<file path="src/rtl/pwm_leg_ctrl_if.sv">
// Shadow-configuration write bus for the PWM half-bridge leg controller.
// The master drives a one-cycle cfg_wr strobe together with the new settings.
interface pwm_leg_ctrl_if #(
    parameter int DT_W = 10
);
    logic            cfg_wr;
    logic [DT_W-1:0] cfg_dtime_a;
    logic [DT_W-1:0] cfg_dtime_b;
    logic            cfg_logic_a;
    logic            cfg_logic_b;
    logic            cfg_dt_en;

    modport master (
        output cfg_wr,
        output cfg_dtime_a,
        output cfg_dtime_b,
        output cfg_logic_a,
        output cfg_logic_b,
        output cfg_dt_en
    );

    modport slave (
        input cfg_wr,
        input cfg_dtime_a,
        input cfg_dtime_b,
        input cfg_logic_a,
        input cfg_logic_b,
        input cfg_dt_en
    );
endinterface

</file>
<file path="src/rtl/pwm_leg_ctrl.sv">
// Half-bridge leg sequencer: bootstrap precharge, arming, run, fault trip, shadowed dead-time config.
// Define PWM_LEG_FAULT_LATCH_EN to make TRIP sticky until fault_clr with fault low.
module pwm_leg_ctrl #(
    parameter int DT_W   = 10,
    parameter int BOOT_W = 16
) (
    input  logic              clk,
    input  logic              reset,
    input  logic              start,
    input  logic              stop,
    input  logic              fault,
    input  logic              fault_clr,
    input  logic              sync,
    input  logic [BOOT_W-1:0] boot_cycles,
    pwm_leg_ctrl_if.slave     cfg,
    output logic [DT_W-1:0]   dtime_a,
    output logic [DT_W-1:0]   dtime_b,
    output logic              logic_a,
    output logic              logic_b,
    output logic              dt_onoff,
    output logic              pwm_onoff,
    output logic              boot_low,
    output logic [2:0]        state,
    output logic              cfg_pending
);

    typedef enum logic [2:0] {
        IDLE = 3'd0,
        BOOT = 3'd1,
        ARM  = 3'd2,
        RUN  = 3'd3,
        TRIP = 3'd4
    } state_e;

    typedef struct packed {
        logic [DT_W-1:0] dta;
        logic [DT_W-1:0] dtb;
        logic            la;
        logic            lb;
        logic            en;
    } cfg_t;

    localparam cfg_t RST_CFG = '{
        dta: '0,
        dtb: '0,
        la:  1'b1,
        lb:  1'b1,
        en:  1'b1
    };

    state_e            state_q, state_d;
    logic [BOOT_W-1:0] cnt_q, cnt_d;
    cfg_t              shadow_q, shadow_d;
    cfg_t              active_q, active_d;
    logic              pend_q, pend_d;
    logic              wr_q, wr_d;

    cfg_t new_cfg;
    logic run_like;
    logic idle_like;

    always_comb begin
        state_d = state_q;
        unique case (state_q)
            IDLE: begin
                if (fault) begin
                    state_d = TRIP;
                end else if (start) begin
                    state_d = (boot_cycles != '0) ? BOOT : ARM;
                end
            end
            BOOT: begin
                if (fault) begin
                    state_d = TRIP;
                end else if (stop) begin
                    state_d = IDLE;
                end else if (cnt_q == boot_cycles - BOOT_W'(1)) begin
                    state_d = ARM;
                end
            end
            ARM: begin
                if (fault) begin
                    state_d = TRIP;
                end else if (stop) begin
                    state_d = IDLE;
                end else if (sync) begin
                    state_d = RUN;
                end
            end
            RUN: begin
                if (fault) begin
                    state_d = TRIP;
                end else if (stop) begin
                    state_d = IDLE;
                end
            end
            TRIP: begin
`ifdef PWM_LEG_FAULT_LATCH_EN
                if (fault_clr && !fault) begin
                    state_d = IDLE;
                end
`else
                if (!fault) begin
                    state_d = IDLE;
                end
`endif
            end
            default: state_d = IDLE;
        endcase
    end

    // Counter restarts from zero every time BOOT is entered.
    always_comb begin
        cnt_d = '0;
        if (state_q == BOOT && state_d == BOOT) begin
            cnt_d = cnt_q + BOOT_W'(1);
        end
    end

    always_comb begin
        new_cfg = '{
            dta: cfg.cfg_dtime_a,
            dtb: cfg.cfg_dtime_b,
            la:  cfg.cfg_logic_a,
            lb:  cfg.cfg_logic_b,
            en:  cfg.cfg_dt_en
        };
        run_like  = (state_q == ARM) || (state_q == RUN);
        idle_like = (state_q == IDLE) || (state_q == TRIP);
        wr_d      = cfg.cfg_wr;
        shadow_d  = cfg.cfg_wr ? new_cfg : shadow_q;
        active_d  = active_q;
        pend_d    = pend_q;
        // A write landing on the carrier-zero strobe bypasses the shadow.
        if (cfg.cfg_wr && sync && run_like) begin
            active_d = new_cfg;
            pend_d   = 1'b0;
        end else begin
            if (pend_q && (sync || (wr_q && idle_like))) begin
                active_d = shadow_q;
                pend_d   = 1'b0;
            end
            if (cfg.cfg_wr) begin
                pend_d = 1'b1;
            end
        end
    end

    always_ff @(posedge clk or negedge reset) begin
        if (!reset) begin
            state_q  <= IDLE;
            cnt_q    <= '0;
            shadow_q <= RST_CFG;
            active_q <= RST_CFG;
            pend_q   <= 1'b0;
            wr_q     <= 1'b0;
        end else begin
            state_q  <= state_d;
            cnt_q    <= cnt_d;
            shadow_q <= shadow_d;
            active_q <= active_d;
            pend_q   <= pend_d;
            wr_q     <= wr_d;
        end
    end

    // Fault gates the enable combinationally, ahead of the TRIP transition.
    assign pwm_onoff   = (state_q == RUN) && !fault;
    assign boot_low    = (state_q == BOOT);
    assign state       = state_q;
    assign cfg_pending = pend_q;
    assign dtime_a     = active_q.dta;
    assign dtime_b     = active_q.dtb;
    assign logic_a     = active_q.la;
    assign logic_b     = active_q.lb;
    assign dt_onoff    = active_q.en;

endmodule

</file>
<file path="src/flat_wrapper.sv">
// flat-port wrapper written by rule: the top's interface ports become plain ports
module pwm_leg_ctrl_flat 
#(
    parameter int DT_W   = 10,
    parameter int BOOT_W = 16
)
  (clk, reset, start, stop, fault, fault_clr, sync, boot_cycles, dtime_a, dtime_b, logic_a, logic_b, dt_onoff, pwm_onoff, boot_low, state, cfg_pending, cfg_cfg_wr, cfg_cfg_dtime_a, cfg_cfg_dtime_b, cfg_cfg_logic_a, cfg_cfg_logic_b, cfg_cfg_dt_en);
  pwm_leg_ctrl_if #(.DT_W(DT_W)) cfg_i ();
  input  logic clk;
  input  logic reset;
  input  logic start;
  input  logic stop;
  input  logic fault;
  input  logic fault_clr;
  input  logic sync;
  input  logic [BOOT_W-1:0] boot_cycles;
  output logic [DT_W-1:0] dtime_a;
  output logic [DT_W-1:0] dtime_b;
  output logic logic_a;
  output logic logic_b;
  output logic dt_onoff;
  output logic pwm_onoff;
  output logic boot_low;
  output logic [2:0] state;
  output logic cfg_pending;
  input wire logic [$bits(cfg_i.cfg_wr)-1:0] cfg_cfg_wr;
  input wire logic [$bits(cfg_i.cfg_dtime_a)-1:0] cfg_cfg_dtime_a;
  input wire logic [$bits(cfg_i.cfg_dtime_b)-1:0] cfg_cfg_dtime_b;
  input wire logic [$bits(cfg_i.cfg_logic_a)-1:0] cfg_cfg_logic_a;
  input wire logic [$bits(cfg_i.cfg_logic_b)-1:0] cfg_cfg_logic_b;
  input wire logic [$bits(cfg_i.cfg_dt_en)-1:0] cfg_cfg_dt_en;
  assign cfg_i.cfg_wr = cfg_cfg_wr;
  assign cfg_i.cfg_dtime_a = cfg_cfg_dtime_a;
  assign cfg_i.cfg_dtime_b = cfg_cfg_dtime_b;
  assign cfg_i.cfg_logic_a = cfg_cfg_logic_a;
  assign cfg_i.cfg_logic_b = cfg_cfg_logic_b;
  assign cfg_i.cfg_dt_en = cfg_cfg_dt_en;
  pwm_leg_ctrl #(.DT_W(DT_W), .BOOT_W(BOOT_W)) u_core (.clk(clk), .reset(reset), .start(start), .stop(stop), .fault(fault), .fault_clr(fault_clr), .sync(sync), .boot_cycles(boot_cycles), .cfg(cfg_i), .dtime_a(dtime_a), .dtime_b(dtime_b), .logic_a(logic_a), .logic_b(logic_b), .dt_onoff(dt_onoff), .pwm_onoff(pwm_onoff), .boot_low(boot_low), .state(state), .cfg_pending(cfg_pending));
endmodule
</file>
<file path="config.mk">
export PLATFORM = sky130hd
export DESIGN_NAME = pwm_leg_ctrl_flat
export DESIGN_NICKNAME = d
export VERILOG_FILES = /design/src/rtl/pwm_leg_ctrl_if.sv /design/src/rtl/pwm_leg_ctrl.sv /design/src/flat_wrapper.sv
export SDC_FILE = /design/constraint.sdc
export NUM_CORES = 1
export LEC_CHECK = 0
export ABC_CLOCK_PERIOD_IN_PS = 2920
export CELL_PAD_IN_SITES_DETAIL_PLACEMENT = 0
export CELL_PAD_IN_SITES_GLOBAL_PLACEMENT = 1
export CORE_MARGIN = 4
export CORE_UTILIZATION = 39
export DETAILED_ROUTE_END_ITERATION = 8
export PLACE_DENSITY_LB_ADDON = 0.1
export RECOVER_POWER = 100
export SKIP_CTS_REPAIR_TIMING = 1
export SLEW_MARGIN = 40
export SYNTH_ARGS = -nofsm -noshare
export SYNTH_HDL_FRONTEND = slang
export SYNTH_SLANG_ARGS = --single-unit
</file>
<file path="constraint.sdc">
create_clock -name clk -period 2.92 [get_ports clk]
set_input_delay 0.584 -clock clk [delete_from_list [all_inputs] [get_ports clk]]
set_output_delay 0.584 -clock clk [all_outputs]
set_load 0.05 [all_outputs]
</file>
==> Word level (Yosys, flattened, before mapping) <==
Index checks and enable logic that the tools add are counted.
{ "word_totals": {"ff_bits": 67, "in_bits": 47, "out_inout_bits": 29} }
{ "classes": {"add_sub_neg": 2, "eq_ne": 6, "muxes": 19, "reduce_logical": 14} }
{ "op_table": {"columns": ["op", "count"], "rows": [
  ["$mux 23", 2],
  ["$mux 3", 11],
  ["$add 16x1->16 const B", 1],
  ["$eq 16x16->1", 1],
  ["$mux 16", 1],
  ["$reduce_bool 16->1", 1],
  ["$sub 16x1->16 const B", 1],
  ["$pmux 3 s5", 1],
  ["$eq 3x1->1 const B", 2],
  ["$eq 3x2->1 const B", 2],
  ["$logic_and 1x1->1", 6],
  ["$eq 3x3->1 const B", 1],
  ["$logic_not 3->1", 1],
  ["$logic_or 1x1->1", 3],
  ["$mux 1", 3],
  ["$reduce_bool 3->1", 1],
  ["$mux 2", 1],
  ["$reduce_bool 2->1", 1],
  ["$logic_not 1->1", 1]
]} }

==> Logic depth before layout (Yosys ltp) <==
Gate-level depths: netlist (run 1).
{ "depth": {"ltp_word": 9, "mapped_depth": 9, "depth_no_buf": 8} }

==> Least setup slack after synthesis (run 1) <==
OpenSTA, ideal clock, no wires.
{ "synth_path": {"kind": "register -> register", "from": "register u_core.state_q[0], in the netlist u_core.state[0]", "to": "register u_core.cnt_q[10]", "setup_ns": 0.071, "arrival_ns": 2.807, "required_ns": 2.849, "path_slack_ns": 0.041, "path_stages_with_launch": 6, "synth_period_minus_slack_ns": 2.879, "cell_sequence": "dfrtp_1 -> nor3b_1 -> nor3b_1 -> o31ai_4 -> buf_6 -> nor2_1"} }
{ "synth_between": {"elab_cells_between_ends": 20, "cone_classes": "eq/ne: 5; mux: 13; reduce/logical: 2"} }
{ "synth_rtl": {"columns": ["item", "line_no", "rtl"], "rows": [
  ["start, declared", "pwm_leg_ctrl.sv:51", "state_e state_q, state_d;"],
  ["start signal, assigned", "pwm_leg_ctrl.sv:158", "state_q <= state_d;"],
  ["$eq 3x1->1 (*)", null, null],
  ["named net boot_low", "flat_wrapper.sv:23", "output logic boot_low;"],
  ["$pmux 3 s5", "pwm_leg_ctrl.sv:64", "unique case (state_q)"],
  ["$eq 3x1->1", "pwm_leg_ctrl.sv:115", "if (state_q == BOOT && state_d == BOOT) begin"],
  ["$logic_and 1x1->1 (*)", "pwm_leg_ctrl.sv:115", null],
  ["$mux 16 (*)", "pwm_leg_ctrl.sv:115", null],
  ["named net u_core.cnt_d[10]", "pwm_leg_ctrl.sv:52", "logic [BOOT_W-1:0] cnt_q, cnt_d;"],
  ["end signal, assigned", "pwm_leg_ctrl.sv:159", "cnt_q <= cnt_d;"],
  ["end, declared", "pwm_leg_ctrl.sv:52", null]
]} }
The timed path passes the listed nets; every way through them passes the cells marked *.
A chain may end at the register's enable or synchronous reset.

==> Worst setup path after layout (run 1) <==
{ "layout_path": {"from": "input boot_cycles[0]", "to": "register u_core.cnt_q[6]"} }
{ "layout_between": {"elab_chain_len": 9, "elab_cells_between_ends": 13, "cone_classes": "add/sub: 1; eq/ne: 2; mux: 8; reduce/logical: 2"} }
{ "layout_rtl": {"columns": ["item", "line_no", "rtl"], "rows": [
  ["start, declared", "flat_wrapper.sv:16", "input logic [BOOT_W-1:0] boot_cycles;"],
  ["$sub 16x1->16", "pwm_leg_ctrl.sv:77", "end else if (cnt_q == boot_cycles - BOOT_W'(1)) begin"],
  ["$eq 16x16->1", "pwm_leg_ctrl.sv:77", null],
  ["$mux 3", "pwm_leg_ctrl.sv:77", null],
  ["$mux 3", "pwm_leg_ctrl.sv:75", "end else if (stop) begin"],
  ["$mux 3", "pwm_leg_ctrl.sv:73", "if (fault) begin"],
  ["$pmux 3 s5 (*)", "pwm_leg_ctrl.sv:64", null],
  ["$eq 3x1->1 (*)", "pwm_leg_ctrl.sv:115", null],
  ["$logic_and 1x1->1 (*)", "pwm_leg_ctrl.sv:115", null],
  ["$mux 16 (*)", "pwm_leg_ctrl.sv:115", null],
  ["named net u_core.cnt_d[6]", "pwm_leg_ctrl.sv:52", null]
]} }
Marked as above.

==> results.sh, run 1 <==
export IMPL_outcome="finished, final reports clean"
export IMPL_cts_buffers=9
export IMPL_async_reset_ff_frac=1.00
export IMPL_tightest_slew_ps=1360
export IMPL_fin_hold_ws_ps=507
export IMPL_clock_sinks=67
export IMPL_vias_per_cell=5.02
export IMPL_end_kind="register"
export IMPL_final_common_cell="dfrtp_1"
export IMPL_fin_nets=470
export IMPL_max_vdd_ir_drop_mv=0.201
export IMPL_synthFlopType="dfrtp_1"
export IMPL_hold_viol=0
export IMPL_wirelength_um=7720
export IMPL_crit_type="primary input to register"
export IMPL_avgSynthCellArea_um2=10.6
export IMPL_arrival_ps=2980
export IMPL_start_kind="primary input"
export IMPL_grt_ovfl_total=0
export IMPL_dp_slack_ps=-291
export IMPL_cts_buffer_depth=2
export IMPL_slew_violations=0
export IMPL_drt_iter0_drc=87
export IMPL_cts_root_buf="clkbuf_8"
export IMPL_die_h_um=101
export IMPL_min_period_ps=2760
export IMPL_core_area_mm2=0.00834
export IMPL_max_slew_margin_rel=0.0915
export IMPL_powerDensity_mw_per_mm2=558
export IMPL_io_pins=76
export IMPL_synth_edff_count=0
export IMPL_cp_required_ps=3150
export IMPL_finalSetupViolations=0
export IMPL_seq_area_frac_synth=0.495
export IMPL_h_tree_depth=3
export IMPL_synth_area_mm2=0.00340
export IMPL_ff2ff_path_depth=7
export IMPL_row_count=33
export IMPL_ys_types=48
export IMPL_syn_num_nets=371
export IMPL_area_growth_pct=36.1
export IMPL_fmax_mhz=363
export IMPL_met2_usage=0.244
export IMPL_dp_hpwl_um=5860
export IMPL_drv_cap=0
export IMPL_power_leakage_nw=1.99
export IMPL_crit_fanout=14
export IMPL_grt_use_total=0.159
export IMPL_top_usage_layer="met2"
export IMPL_clock_latency_ps=340
export IMPL_place_congestion=0.768
export IMPL_grt_met1_usage=0.219
export IMPL_start_util=0.408
export IMPL_timing_final_crit_share=0.944
export IMPL_die_area_mm2=0.0103
export IMPL_rsz0062_at_grt="false"
export IMPL_fin_ws_ps=162
export IMPL_firstDrtPassIters=4
export IMPL_skew_ps=9.98
export IMPL_layout_common_cells="dfrtp_1 (61), clkdlybuf4s50_1 (42), nand2_1 (32)"
export IMPL_portBuffers=74
export IMPL_wl_per_cell_um=14.5
export IMPL_drive_gt1_frac=0.185
export IMPL_drc_errors=0
export IMPL_ys_seq_elements=67
export IMPL_grt_max_degree=44
export IMPL_antenna_found_initial=0
export IMPL_antenna_cells=0
export IMPL_route_vias_total=2666
export IMPL_grt_pass1_wl_um=12800
export IMPL_dieWidth_um=101
export IMPL_final_util=0.556
export IMPL_hold_path_depth=1
export IMPL_grt_pass1_vias=2649
export IMPL_clk_pin_slew_ps=70
export IMPL_ant_nets=0
export IMPL_cts_tree="built"
export IMPL_grtUsageMet3=0.0386
export IMPL_hp_class="register to register"
export IMPL_syn_inst=322
export IMPL_ys_warn_count=0
## power by group
part / internal [mW] / leakage [nW] / total (mW) / switching [mW]
Sequential: 1.04 / 0.817 / 1.09 / 0.0492
Combinational: 0.256 / 1.07 / 0.657 / 0.401
Clock: 0.482 / 0.106 / 0.842 / 0.359
## kinds of logic (layout without fill, tap and decap cells)
logic type / after synthesis / count (layout) / synth area share
muxes: 46 / 46 / 0.144
DFF: 67 / 67 / 0.495
xor gates and xnor gates: 31 / 31 / 0.0798
buffers and inverters: 21 / 125 / 0.0254
and+or+nand+nor: 111 / 111 / 0.166
adders and majority gates: 2 / 2 / 0.00735
AOI/OAI and AO/OA: 44 / 44 / 0.0827
## metrics by stage
step,cell area [µm²],cells,setup TNS [ps],power (mW)
after detailed placement,4460,515,-4780,1.80
after CTS,4670,531,0,2.65
after floorplan,3400,322,0,1.50
after global routing,4630,531,0,2.70
after global placement,4460,515,-3870,1.79
final,4630,531,0,2.58
## worst paths after layout
kind	end	start	slack, ps
worst max register to register	u_core.cnt_q[6]$_DFF_PN0_	u_core.cnt_q[14]$_DFF_PN0_	790
worst max-delay path	u_core.cnt_q[6]$_DFF_PN0_	boot_cycles[0]	160
worst min-delay path	u_core.shadow_q[12]$_DFFE_PN0P_	u_core.shadow_q[12]$_DFFE_PN0P_	510
max in group asynchronous	u_core.dtime_a[6]$_DFFE_PN0P_	reset	670
min in group asynchronous	u_core.dtime_b[1]$_DFFE_PN0P_	reset	530
worst min register to register	u_core.shadow_q[12]$_DFFE_PN0P_	u_core.shadow_q[12]$_DFFE_PN0P_	510
## Yosys cell counts (all sizes together) (6+ instances only)
cell type,count,area share
and3,7,0.013
inv,7,0.0077
nand2,32,0.035
nand2b,6,0.011
mux2,23,0.076
xor2,21,0.054
o21ai,25,0.037
xnor2,10,0.026
dfstp,6,0.046
dfrtp,61,0.45
nor2,27,0.030
mux2i,23,0.068
clkbuf,11,0.012
nand3,9,0.013
## layout make-up
type,count,area (µm²)
Fill cell,752,3710
Sequential cell,67,1680
Multi-Input combinational cell,234,1640
Timing Repair Buffer,102,935
Tap cell,105,131
Clock buffer,10,128
Clock inverter,6,90.1
Inverter,7,26.3
## worst max-delay path: stages
cell and delay [ps]:
clkdlybuf4s50_1 420, inv_1 60, ha_1 150, or4b_1 520
or4_1 450, a31oi_1 190, o22ai_2 120, o31ai_4 260
buf_12 170, nor2_1 50
## per-layer routing
layer / routed length [µm] / share of wire
met5: 0 / 0
met3: 436 / 0.057
met2: 3440 / 0.45
met4: 94 / 0.012
met1: 3750 / 0.49
## state kept, by name, summed over array words and instances, names as in the netlist
register / cells
u_core.wr_q: 1
u_core.dtime_b: 10
u_core.cfg_pending: 1
u_core.cnt_q: 16
u_core.shadow_q: 23
u_core.dtime_a: 10
u_core.logic_b: 1
u_core.logic_a: 1
u_core.state: 3
u_core.dt_onoff: 1
Power figures use the tool's default switching activity.
==> inputs of run 2 (changes only) <==
Settings changed: ABC_CLOCK_PERIOD_IN_PS 2920 to 2700.
Clock period 2.92 ns to 2.7 ns, I/O delays scaled along.
==> run 2 against run 1 <==
  * The flow now finishes with violations (capacitance limit, slew limit)
  * Register-to-register slack worse by 280 ps
  * Count of clock-buffer cells in the layout unchanged
  * Setup slack got worse by 100 ps
  * Die area unchanged
  * Non-clock buffer count rose by 1
  * First-iteration DRC count is 3.4% lower
  * Sequential share of layout area decreased by 0.96 points
  * Via count up 0.45%
  * Clock power fell by 2%
  * Utilization up 1.5 points
  * Clock skew decreased by 2.7 ps
  * Largest cell class is now multi-input gates
==> results.sh, run 2 (synthesized netlist as in run 1, its figures left out) <==
export IMPL_max_slew_margin_rel=-0.0790
export IMPL_dp_hpwl_um=5600
export IMPL_wl_per_cell_um=14.5
export IMPL_instances_no_fill=532
export IMPL_fmax_mhz=379
export IMPL_vias_per_cell=5.03
export IMPL_cts_root_buf="clkbuf_8"
export IMPL_drc_errors=0
export IMPL_die_h_um=101
export IMPL_grt_ovfl_total=0
export IMPL_final_util=0.571
export IMPL_largest_register="u_core.shadow_q"
export IMPL_num_fill_cells=759
export IMPL_cts_buffers=9
export IMPL_row_count=33
export IMPL_skew_ps=7.31
export IMPL_portBuffers=74
export IMPL_hold_path_depth=1
export IMPL_hp_class="register to register"
export IMPL_h_tree_depth=3
export IMPL_finalSetupViolations=0
export IMPL_clock_latency_ps=330
export IMPL_fin_nets=471
export IMPL_io_pins=76
export IMPL_r2r_slack_ps=510
export IMPL_min_period_ps=2640
export IMPL_max_vdd_ir_drop_mv=0.401
export IMPL_power_leakage_nw=2.10
export IMPL_grt_use_total=0.154
export IMPL_arrival_ps=2860
export IMPL_ff2ff_path_depth=7
export IMPL_antenna_found_initial=0
export IMPL_start_util=0.408
export IMPL_drt_iter0_drc=84
export IMPL_grt_pass1_vias=2712
export IMPL_drive_gt1_frac=0.220
export IMPL_grt_max_degree=68
export IMPL_largest_reg_flops=23
export IMPL_core_area_mm2=0.00834
export IMPL_hold_viol=0
export IMPL_route_vias_total=2678
export IMPL_crit_type="primary input to register"
export IMPL_largestRegisters="u_core.shadow_q: 23 flops, u_core.cnt_q: 16 flops"
export IMPL_die_area_mm2=0.0103
export IMPL_crit_fanout=8
export IMPL_powerDensity_mw_per_mm2=572
export IMPL_cp_required_ps=2920
export IMPL_timing_final_crit_share=0.978
export IMPL_cts_tree="built"
export IMPL_fin_hold_ws_ps=508
export IMPL_ant_nets=0
export IMPL_place_congestion=0.772
export IMPL_violations="capacitance limit, slew limit"
export IMPL_layout_common_cells="dfrtp_1 (61), clkdlybuf4s50_1 (39), nand2_1 (32)"
export IMPL_firstDrtPassIters=4
export IMPL_slew_violations=68
export IMPL_rsz0062_at_grt="false"
export IMPL_end_kind="register"
export IMPL_tns_ps=0
export IMPL_final_common_cell="dfrtp_1"
export IMPL_dieWidth_um=101
export IMPL_antenna_cells=0
export IMPL_tightest_slew_ps=1620
export IMPL_placed_area_mm2=0.00447
export IMPL_cts_buffer_depth=2
export IMPL_outcome="finished, violations left"
export IMPL_grt_pass1_wl_um=12600
export IMPL_dp_cells=515
export IMPL_final_cell_area_mm2=0.00476
export IMPL_clk_pin_slew_ps=70
export IMPL_area_growth_pct=39.8
export IMPL_clock_sinks=67
export IMPL_wirelength_um=7720
export IMPL_drv_cap=1
export IMPL_start_kind="primary input"
run 2: cell types whose count changed in the layout (fill, tap and decap cells not counted), sizes merged:
cell and delta:
bufinv -1, buf +3, clkinv +1, clkbuf -3, dlymetal6s2s +4, clkdlybuf4s50 -3
run 2: critical path: stages:
cell and delay (ps):
clkdlybuf4s50_1 420, or4b_4 540, or4_4 510, a31oi_4 160, o22ai_2 130, o31ai_4 300
clkbuf_16 220, nor2_1 40
run 2: path summary, 6_finish.rpt:
check	start	endpoint
max reg2reg	u_core.cnt_q[14]$_DFF_PN0_	u_core.cnt_q[10]$_DFF_PN0_
min in group asynchronous	reset	u_core.state[2]$_DFF_PN0_
min	u_core.shadow_q[6]$_DFFE_PN0P_	u_core.shadow_q[6]$_DFFE_PN0P_
max in group asynchronous	reset	u_core.shadow_q[7]$_DFFE_PN0P_
max	boot_cycles[2]	u_core.cnt_q[10]$_DFF_PN0_
min reg2reg	u_core.shadow_q[6]$_DFFE_PN0P_	u_core.shadow_q[6]$_DFFE_PN0P_
run 2: per-layer routing:
layer  wire length (µm)  global-route usage  up-vias
li1                   -                   -     1327
met4                 85              0.0440        0
met3                413              0.0441        7
met2               3710               0.255       54
met5                  0                   0        -
met1               3500               0.198     1290
run 2: layout make-up:
cell class,count,area (µm²),share of cell area
repair buffers,103,997,0.210
inverters,7,26.3,0.00552
clock inverters,6,65.1,0.0137
flip-flops and latches,67,1680,0.354
clock buffers,10,138,0.0289
well taps,105,131,0.0276
multi-input cells,234,1720,0.361
run 2: per-stage QoR:
step,setup WS (ps),power [mW]
floorplan,51.4,1.62
global placement,-439,1.94
detailed placement,-479,1.95
CTS,-129,2.79
global route,6.71,2.86
finish,60.0,2.72
run 2: report_power, final:
| group | internal [mW] | switching (mW) | leakage (nW) |
|---|---|---|---|
| logic | 0.280 | 0.436 | 1.18 |
| clock network | 0.451 | 0.375 | 0.102 |
| registers | 1.12 | 0.0561 | 0.817 |
==> inputs of run 3 (changes only) <==
Settings changed: ABC_CLOCK_PERIOD_IN_PS 2700 to 2800, CAP_MARGIN set to 20.
Clock period 2.7 ns to 2.8 ns, I/O delays scaled along.
==> run 3 against run 2 <==
  * The flow finishes with violations (setup timing)
  * Global-route usage grew 0.52 points
  * Setup slack worse by 61 ps
  * Non-clock buffer count unchanged
  * Clock power increased by 18%
  * Sequential share of layout area rose by 0.065 points
  * Via count increased by 1.2%
  * Critical path depth is the same
  * Critical path type unchanged
  * Largest cell class unchanged
==> results.sh, run 3 (synthesized netlist as in run 1, its figures left out) <==
export IMPL_grt_pass1_vias=2734
export IMPL_powerDensity_mw_per_mm2=588
export IMPL_timing_final_crit_share=1.00
export IMPL_final_common_cell="dfrtp_1"
export IMPL_crit_type="primary input to register"
export IMPL_clk_pin_slew_ps=70
export IMPL_fin_ws_ps=-1.02
export IMPL_fin_hold_ws_ps=334
export IMPL_crit_fanout=8
export IMPL_drv_cap=0
export IMPL_grt_ovfl_total=0
export IMPL_r2r_start="u_core.cnt_q[14]$_DFF_PN0_"
export IMPL_portBuffers=74
export IMPL_start_kind="primary input"
export IMPL_hold_viol=0
export IMPL_max_vdd_ir_drop_mv=0.322
export IMPL_largest_register="u_core.shadow_q"
export IMPL_final_cell_area_mm2=0.00475
export IMPL_grt_use_total=0.159
export IMPL_layout_common_cells="dfrtp_1 (61), clkdlybuf4s50_1 (40), nand2_1 (32)"
export IMPL_place_congestion=0.811
export IMPL_min_period_ps=2800
export IMPL_grt_max_degree=48
export IMPL_slew_violations=0
export IMPL_cp_required_ps=3020
export IMPL_placed_area_mm2=0.00446
export IMPL_crit_path_end="u_core.cnt_q[4]$_DFF_PN0_"
export IMPL_clock_sinks=67
export IMPL_core_area_mm2=0.00834
export IMPL_drt_iter0_drc=140
export IMPL_die_area_mm2=0.0103
export IMPL_hp_class="primary input to async pin"
export IMPL_p_total_mw=2.79
export IMPL_internal_power_mw=1.94
export IMPL_reg2reg_to="u_core.cnt_q[4]$_DFF_PN0_"
export IMPL_antenna_found_initial=0
export IMPL_grt_pass1_wl_um=12900
export IMPL_tns_ps=-1.48
export IMPL_power_leakage_nw=2.06
export IMPL_p_seq_frac=0.406
export IMPL_ant_nets=0
export IMPL_arrival_ps=3020
export IMPL_swShare=0.304
export IMPL_io_pins=76
export IMPL_outcome="finished, violations left"
export IMPL_end_kind="register"
export IMPL_max_slew_margin_rel=0.167
export IMPL_clockPowerShare=0.348
export IMPL_ff2ff_path_depth=7
export IMPL_cts_root_buf="clkbuf_8"
export IMPL_r2r_slack_ps=570
export IMPL_finalSetupViolations=2
export IMPL_firstDrtPassIters=4
export IMPL_wirelength_um=7880
export IMPL_antenna_cells=0
export IMPL_largestRegisters="u_core.shadow_q: 23 flops, u_core.cnt_q: 16 flops"
export IMPL_wl_per_cell_um=14.8
export IMPL_cp_startpoint="boot_cycles[3]"
export IMPL_vias_per_cell=5.09
export IMPL_row_count=33
export IMPL_cts_buffer_depth=2
export IMPL_clock_latency_ps=340
export IMPL_start_util=0.408
export IMPL_h_tree_depth=3
export IMPL_dp_hpwl_um=5620
export IMPL_drive_gt1_frac=0.206
export IMPL_route_vias_total=2710
export IMPL_area_growth_pct=39.6
export IMPL_dieWidth_um=101
export IMPL_final_util=0.569
export IMPL_cts_tree="built"
export IMPL_violations="setup timing"
export IMPL_die_h_um=101
export IMPL_largest_reg_flops=23
export IMPL_tightest_slew_ps=1250
export IMPL_fin_nets=471
export IMPL_drc_errors=0
export IMPL_skew_ps=13.2
export IMPL_cts_buffers=9
export IMPL_switching_power_uw=848
export IMPL_fmax_mhz=357
export IMPL_power_frac_comb=0.246
[run 3: metal layers]
metal / vias up / global-route usage / routed length (µm)
li1: 1331 / - / -
met1: 1309 / 0.209 / 3560
met2: 63 / 0.258 / 3850
met3: 7 / 0.0523 / 407
met4: 0 / 0.0368 / 66
met5: - / 0 / 0
[run 3: final cells by class]
class | instances | area, µm²
Clock buffer | 10 | 128
Multi-Input combinational cell | 234 | 1690
Tap cell | 105 | 131
Fill cell | 764 | 3590
Timing Repair Buffer | 103 | 977
Inverter | 7 | 26.3
Sequential cell | 67 | 1680
Clock inverter | 6 | 115
[run 3: power by group through the flow]
stage	registers, mW	logic, mW	clock network (mW)
global placement	1.15	0.711	0
finish	1.13	0.685	0.971
CTS	1.14	0.718	1.00
global route	1.15	0.733	1.04
floorplan	1.40	0.165	0
detailed placement	1.16	0.717	0
[run 3: worst max-delay path, cell delays in order]
cell and delay (ps):
clkdlybuf4s50_1 440, or4b_4 590, or4_4 580, a31oi_4 180, o22ai_4 100, o31ai_4 310
clkbuf_16 220, nor2_1 40
[run 3: worst min path at each step]
| stage | endpoint | slack, ps | cells past startpoint |
|---|---|---|---|
| floorplan | u_core.cfg_pending$_DFFE_PN0P_ | 260 | 0 |
| global placement | u_core.shadow_q[11]$_DFFE_PN0P_ | 490 | 1 |
| detailed placement | u_core.shadow_q[14]$_DFFE_PN0P_ | 490 | 1 |
| CTS | u_core.state[2]$_DFF_PN0_ | 140 | 1 |
| global route | u_core.shadow_q[14]$_DFFE_PN0P_ | 390 | 1 |
| finish | u_core.state[2]$_DFF_PN0_ | 330 | 1 |
[run 3: stage by stage]
step           worst slack [ps]  cells
3_5_place_dp               -434    516
4_1_cts                   -93.0    532
2_1_floorplan               131    322
6_report                  -1.02    532
3_3_place_gp               -399    516
5_1_grt                   -23.6    532
